--- config.mk ---
export PLATFORM = sky130hd
export DESIGN_NAME = multi_ch_sync_fifo
export DESIGN_NICKNAME = d
export VERILOG_FILES = /design/src/rtl/multi_ch_sync_fifo.sv
export SDC_FILE = /design/constraint.sdc
export NUM_CORES = 2
export LEC_CHECK = 0
export CORE_MARGIN = 4
export CORE_UTILIZATION = 55
export DETAILED_ROUTE_END_ITERATION = 6
export MAX_ROUTING_LAYER = met4
export PLACE_DENSITY = 0.74
export SYNTH_ARGS = -nofsm -noshare
export SYNTH_HDL_FRONTEND = slang
export SYNTH_SLANG_ARGS = --single-unit
export TNS_END_PERCENT = 30
--- constraint.sdc ---
create_clock -name clk -period 7.5 [get_ports clk]
set_input_delay 1.5 -clock clk [delete_from_list [all_inputs] [get_ports clk]]
set_output_delay 1.5 -clock clk [all_outputs]
set_load 0.1 [all_outputs]
--- src/rtl/multi_ch_sync_fifo.sv ---
// Single-clock multi-channel FIFO. NUM_CH independent queues share one storage
// array addressed by {channel, pointer}. One write and one read are accepted per
// cycle. The read data path is registered, so it has one cycle of latency.
// Flags are decoded from registered counts only.
module multi_ch_sync_fifo #(
    parameter int DATA_WIDTH = 8,
    parameter int ADDR_WIDTH = 6,
    parameter int NUM_CH     = 4,
    parameter int AF_LEVEL   = 2**ADDR_WIDTH - 4,
    parameter int AE_LEVEL   = 4
) (
    input  logic                                clk,
    input  logic                                rst_n,
    input  logic                                wr_en,
    input  logic [$clog2(NUM_CH)-1:0]           wr_ch,
    input  logic [DATA_WIDTH-1:0]               wr_data,
    input  logic                                rd_en,
    input  logic [$clog2(NUM_CH)-1:0]           rd_ch,
    output logic [DATA_WIDTH-1:0]               rd_data,
    output logic                                rd_valid,
    output logic [$clog2(NUM_CH)-1:0]           rd_data_ch,
    input  logic                                flush,
    input  logic [$clog2(NUM_CH)-1:0]           flush_ch,
    input  logic                                err_clr,
    output logic [NUM_CH-1:0]                   full,
    output logic [NUM_CH-1:0]                   empty,
    output logic [NUM_CH-1:0]                   almost_full,
    output logic [NUM_CH-1:0]                   almost_empty,
    output logic [NUM_CH*(ADDR_WIDTH+1)-1:0]    count,
    output logic [NUM_CH-1:0]                   overflow,
    output logic [NUM_CH-1:0]                   underflow
);

    localparam int CH_W   = $clog2(NUM_CH);
    localparam int DEPTH  = 2**ADDR_WIDTH;
    localparam int CW     = ADDR_WIDTH + 1;
    localparam int MEM_AW = CH_W + ADDR_WIDTH;

    logic [CW-1:0]         wr_ptr_q [NUM_CH];
    logic [CW-1:0]         wr_ptr_d [NUM_CH];
    logic [CW-1:0]         rd_ptr_q [NUM_CH];
    logic [CW-1:0]         rd_ptr_d [NUM_CH];
    logic [CW-1:0]         cnt_q    [NUM_CH];
    logic [CW-1:0]         cnt_d    [NUM_CH];
    logic [NUM_CH-1:0]     ovf_q, ovf_d;
    logic [NUM_CH-1:0]     unf_q, unf_d;
    logic                  rd_valid_q, rd_valid_d;
    logic [DATA_WIDTH-1:0] rd_data_q, rd_data_d;
    logic [CH_W-1:0]       rd_data_ch_q, rd_data_ch_d;

    logic [DATA_WIDTH-1:0] mem_q [2**MEM_AW];

    logic                  wr_flushed, wr_full, wr_acc, wr_rej;
    logic                  rd_flushed, rd_empty, rd_acc, rd_rej;
    logic [MEM_AW-1:0]     wr_addr, rd_addr;

    // Accept/reject decisions from pre-edge counts; flush silently drops same-channel requests.
    always_comb begin
        wr_flushed = flush && (flush_ch == wr_ch);
        rd_flushed = flush && (flush_ch == rd_ch);
        wr_full    = (cnt_q[wr_ch] == CW'(DEPTH));
        rd_empty   = (cnt_q[rd_ch] == '0);
        wr_acc     = wr_en && !wr_full && !wr_flushed;
        wr_rej     = wr_en &&  wr_full && !wr_flushed;
        rd_acc     = rd_en && !rd_empty && !rd_flushed;
        rd_rej     = rd_en &&  rd_empty && !rd_flushed;
        wr_addr    = {wr_ch, wr_ptr_q[wr_ch][ADDR_WIDTH-1:0]};
        rd_addr    = {rd_ch, rd_ptr_q[rd_ch][ADDR_WIDTH-1:0]};
    end

    // Per-channel pointer and count update; a flush overrides any traffic on its channel.
    always_comb begin
        for (int i = 0; i < NUM_CH; i++) begin
            wr_ptr_d[i] = wr_ptr_q[i];
            rd_ptr_d[i] = rd_ptr_q[i];
            cnt_d[i]    = cnt_q[i];
            if (flush && (flush_ch == CH_W'(i))) begin
                wr_ptr_d[i] = '0;
                rd_ptr_d[i] = '0;
                cnt_d[i]    = '0;
            end else begin
                if (wr_acc && (wr_ch == CH_W'(i)))
                    wr_ptr_d[i] = wr_ptr_q[i] + CW'(1);
                if (rd_acc && (rd_ch == CH_W'(i)))
                    rd_ptr_d[i] = rd_ptr_q[i] + CW'(1);
                if ((wr_acc && (wr_ch == CH_W'(i))) && !(rd_acc && (rd_ch == CH_W'(i))))
                    cnt_d[i] = cnt_q[i] + CW'(1);
                else if (!(wr_acc && (wr_ch == CH_W'(i))) && (rd_acc && (rd_ch == CH_W'(i))))
                    cnt_d[i] = cnt_q[i] - CW'(1);
            end
        end
    end

    // Sticky errors: clear first so that a same-cycle new error still sets its bit.
    always_comb begin
        ovf_d = err_clr ? '0 : ovf_q;
        unf_d = err_clr ? '0 : unf_q;
        if (wr_rej)
            ovf_d[wr_ch] = 1'b1;
        if (rd_rej)
            unf_d[rd_ch] = 1'b1;
    end

    // Registered read port; data and channel hold their last value when idle.
    always_comb begin
        rd_valid_d   = rd_acc;
        rd_data_d    = rd_data_q;
        rd_data_ch_d = rd_data_ch_q;
        if (rd_acc) begin
            rd_data_d    = mem_q[rd_addr];
            rd_data_ch_d = rd_ch;
        end
    end

    // Control state registers with synchronous active-low reset.
    always_ff @(posedge clk) begin
        if (!rst_n) begin
            for (int i = 0; i < NUM_CH; i++) begin
                wr_ptr_q[i] <= '0;
                rd_ptr_q[i] <= '0;
                cnt_q[i]    <= '0;
            end
            ovf_q        <= '0;
            unf_q        <= '0;
            rd_valid_q   <= 1'b0;
            rd_data_q    <= '0;
            rd_data_ch_q <= '0;
        end else begin
            for (int i = 0; i < NUM_CH; i++) begin
                wr_ptr_q[i] <= wr_ptr_d[i];
                rd_ptr_q[i] <= rd_ptr_d[i];
                cnt_q[i]    <= cnt_d[i];
            end
            ovf_q        <= ovf_d;
            unf_q        <= unf_d;
            rd_valid_q   <= rd_valid_d;
            rd_data_q    <= rd_data_d;
            rd_data_ch_q <= rd_data_ch_d;
        end
    end

    // Shared storage; contents are not cleared by reset, pointers make stale words unreachable.
    always_ff @(posedge clk) begin
        if (rst_n && wr_acc)
            mem_q[wr_addr] <= wr_data;
    end

    // Flag decode and count packing from registered counts.
    always_comb begin
        for (int i = 0; i < NUM_CH; i++) begin
            full[i]         = (cnt_q[i] == CW'(DEPTH));
            empty[i]        = (cnt_q[i] == '0);
            almost_full[i]  = (cnt_q[i] >= CW'(AF_LEVEL));
            almost_empty[i] = (cnt_q[i] <= CW'(AE_LEVEL));
            count[i*CW +: CW] = cnt_q[i];
        end
    end

    assign overflow   = ovf_q;
    assign underflow  = unf_q;
    assign rd_valid   = rd_valid_q;
    assign rd_data    = rd_data_q;
    assign rd_data_ch = rd_data_ch_q;

endmodule

==> impl_results.md <==
* Root buffer cell: clkbuf_16
* Hpwl dp at 151 mm
* Max Root-Sink Buffers at 3
* Reg clk slew, reported paths at 60 ps
* Worst Path Arrival at 6410 ps
* Dpl cells at 7381
* CP startpoint kind: primary input
* Final hold violation count at 0
* Number of hold buffers added after cts at 0
* Full die area at 162000 um2
* CTS resizes at 0
* Least-Margin Pin Slew at 1460 ps
* CTS tree: done
* Power Density at 266 nW/um2
* First-pass GRT wire length at 358 mm
* Routability congestion estimate at 0.954
* Vias in the first global route at 50100
* Hold Path Class: reg -> reg
* Post-synth ARST share at 0%
* #FFs+latches synth at 2143
* Worst Setup End Kind: flop
* Final setup TNS at 0 ps
* Hold_sp: overflow[1]
* Global route total overflow at 0
* Largest net degree at the start of global routing at 200
* Crit path max-delay family: compound AO/OA/AOI/OAI gates
* Req. time, crit path at 8170 ps
* Die Wd at 402 um
* Multi-input logic area at 20500 um2
* Switching part of the total power at 23.3%
* Kind of critical path: in -> reg
* Maxcap violations at 1
* Layout cells sized above 1 at 13.7%
* 1st-pass router iterations at 6
* Post-Layout Cell Count at 7772
* Seq/Total Area, Yosys at 74.1%
* CP max FO at 24
* Synthesized area at 85500 um2
* FILL cells at 10700
* LEAKAGE at 0.0306 uW
* # port buffers at 82
* Via density at 6.74
* Crit-path slowest cell: nor4_1
* Design Area, Final at 95800 um2
* H-tree lvl count at 4
* Worst-path cell chain: buf_2 > mux4_2 > buf_4 > nand2_1 > buf_4 > a311oi_1 > nor4_1 > o22ai_1 > o311ai_1 > a41oi_1
* Cell mode on critical path: buf_4
* Slew headroom at 1.77%
* FMAX at 174 MHz
* Register-to-register setup slack at 2540 ps
* Clk sinks at 2143
* CTS Buf Count at 204
* Hold Path End: overflow[1]
* WHS at 485 ps
* Pwr Total at 25500 uW
* Post-Route WL at 249 mm
* Crit path time final at 5740 ps
* Routed len/inst at 32.0 um
* Clock Latency Late Sink at 850 ps
* Initial antenna violation count at 12
* Warnings from Yosys at 0
* Initial DRC Count at 8936
* Worst IR drop on VDD at 0.240 mV
* Final max-slew violation count at 0
* Hold depth at 2
* Syn_nets at 5476
* ANT nets after route at 0
* Starting Density at 55.4%
* DRC at 0
* Logic pwr share at 7.3%
* Storage cell area at 63400 um2
* Postcts setup bufs at 0
* # setup viols final at 0
* Nets at 5599
* Chip Height at 402 um
* Yosys cell types at 70
* Switch Pwr at 5940 uW
* RR Startpoint: rd_ptr_q[3][2]
* Number of placed I/O pins at 83
* Post-Place Cell Area at 89000 um2
* Seq pwr share at 51.8%
* Row cnt at 144
* Internal power at 19600 uW
* Clock share of power at 40.9%
* Final Skew at 52.2 ps
* Vias at 52400
* Ys flop type: edfxtp_1
* P&R area growth vs syn at 12.0%
* R2r endpoint: rd_data[2]
* Number of synthesized flops with an enable pin at 2048
* Unrepaired setup endpoints after global routing: no
* Status: finished, violations left
* Bufs and invs on worst path at 3
* Global Route Usage Sum at 31.5%
* CP peak stage delay at 930 ps
* Fin crit share at 76.5%
* Core area at 154000 um2
* Mapped Cells at 5420
* Failing checks: capacitance limit
* Mean cell area of the mapped netlist at 15.8 um2
* R2R depth at 9
kinds of logic (layout without fill, tap and decap cells):
kind of cell / after synthesis / after routing / share of synthesized area [%]
multiplexers: 366 / 366 / 8.30
AND/OR/NAND/NOR: 1795 / 1795 / 9.15
other: 0 / 13 / 0
XOR/XNOR: 64 / 64 / 0.655
AO/OA/AOI/OAI: 652 / 652 / 5.23
buffers and inverters: 364 / 659 / 1.99
flip-flops: 2143 / 2143 / 74.1
adder cells (fa/ha/maj): 36 / 36 / 0.562
stage by stage:
stage          util [%]  setup WS, ps
6_report           62.0          1760
5_1_grt            62.0          1790
4_1_cts            62.0          2210
3_5_place_dp       57.6          1310
3_3_place_gp       57.6          1360
2_1_floorplan         -          2130
layer usage:
metal	global-route usage [%]	up-vias	wire, um
li1	-	21200	-
met1	40.7	26000	86100
met2	45.7	4284	112000
met3	10.0	857	36100
met4	14.9	0	14400
met5	-	-	0
sequential cells by signal, summed over array words and instances, names as in the netlist:
name and cells:
rd_data 8, wr_ptr_q 24, underflow 4, cnt_q 28
overflow 4, rd_ptr_q 24, rd_valid 1, mem_q 2048
rd_data_ch 2
power groups by stage:
stage / sequential, uW / combinational, uW / clock [uW]
2_1_floorplan: 13700 / 968 / 0
3_3_place_gp: 13500 / 1810 / 0
3_5_place_dp: 13500 / 1830 / 0
4_1_cts: 13200 / 1830 / 10500
5_1_grt: 13200 / 1940 / 11000
6_report: 13200 / 1850 / 10400
cells in the mapped netlist, types with 6 or more instances:
cell / instances / area, um2
a2111oi_0: 12 / 105
a211oi_1: 104 / 781
a21o_1: 13 / 97.6
a21oi_1: 113 / 566
a22oi_1: 58 / 435
a311oi_1: 67 / 587
a31oi_1: 94 / 588
a32oi_1: 6 / 52.6
a41oi_1: 7 / 61.3
and2_1: 15 / 93.8
and3_1: 87 / 544
buf_1: 31 / 116
buf_2: 104 / 521
buf_4: 33 / 248
buf_6: 7 / 78.8
clkbuf_1: 168 / 631
dfxtp_1: 95 / 1900
edfxtp_1: 2048 / 61500
ha_1: 32 / 400
inv_1: 19 / 71.3
mux2i_1: 87 / 871
mux4_2: 273 / 6150
nand2_1: 895 / 3360
nand2b_1: 7 / 43.8
nand3_1: 171 / 856
nand4_1: 49 / 307
nor2_1: 387 / 1450
nor2b_1: 95 / 594
nor3_1: 21 / 105
nor4_1: 31 / 194
o21ai_0: 54 / 270
o22ai_1: 58 / 363
or3_1: 13 / 81.3
or4_1: 8 / 60.1
xnor2_1: 31 / 272
xor2_1: 33 / 289
worst max-delay path by stage:
stage,from,end,cells after the start
2_1_floorplan,cnt_q[0][4],almost_empty[0],2
3_3_place_gp,wr_ch[1],cnt_q[1][6],14
3_5_place_dp,wr_ch[1],mem_q[196][1],8
4_1_cts,wr_ch[1],mem_q[247][3],8
5_1_grt,wr_ch[1],mem_q[247][3],8
6_report,rd_ch[1],rd_data[2],10
cell type report:
type | count | area share, %
clock buffers | 259 | 5.74
flip-flops and latches | 2143 | 66.2
well taps | 2044 | 2.67
repair buffers | 262 | 2.52
inverters | 19 | 0.0745
diodes | 13 | 0.0340
multi-input cells | 2913 | 21.4
clock inverters | 119 | 1.34
placed cells by master, fill, tap and decap left out, types with 95 or more instances in the layout:
cell type  Yosys  layout
a211oi_1     104     104
a21oi_1      113     113
buf_4         33     162
clkbuf_16      0     208
dfxtp_1       95      95
edfxtp_1    2048    2048
mux4_2       273     272
nand2_1      895     894
nand3_1      171     171
nor2_1       387     383
tightest hold or removal path, stage by stage, from the launching register on:
cell	delay (ps)
dfxtp_1	310
nand2b_1	60
a21boi_0	70
No activity file was read; power rests on OpenSTA's default activity.
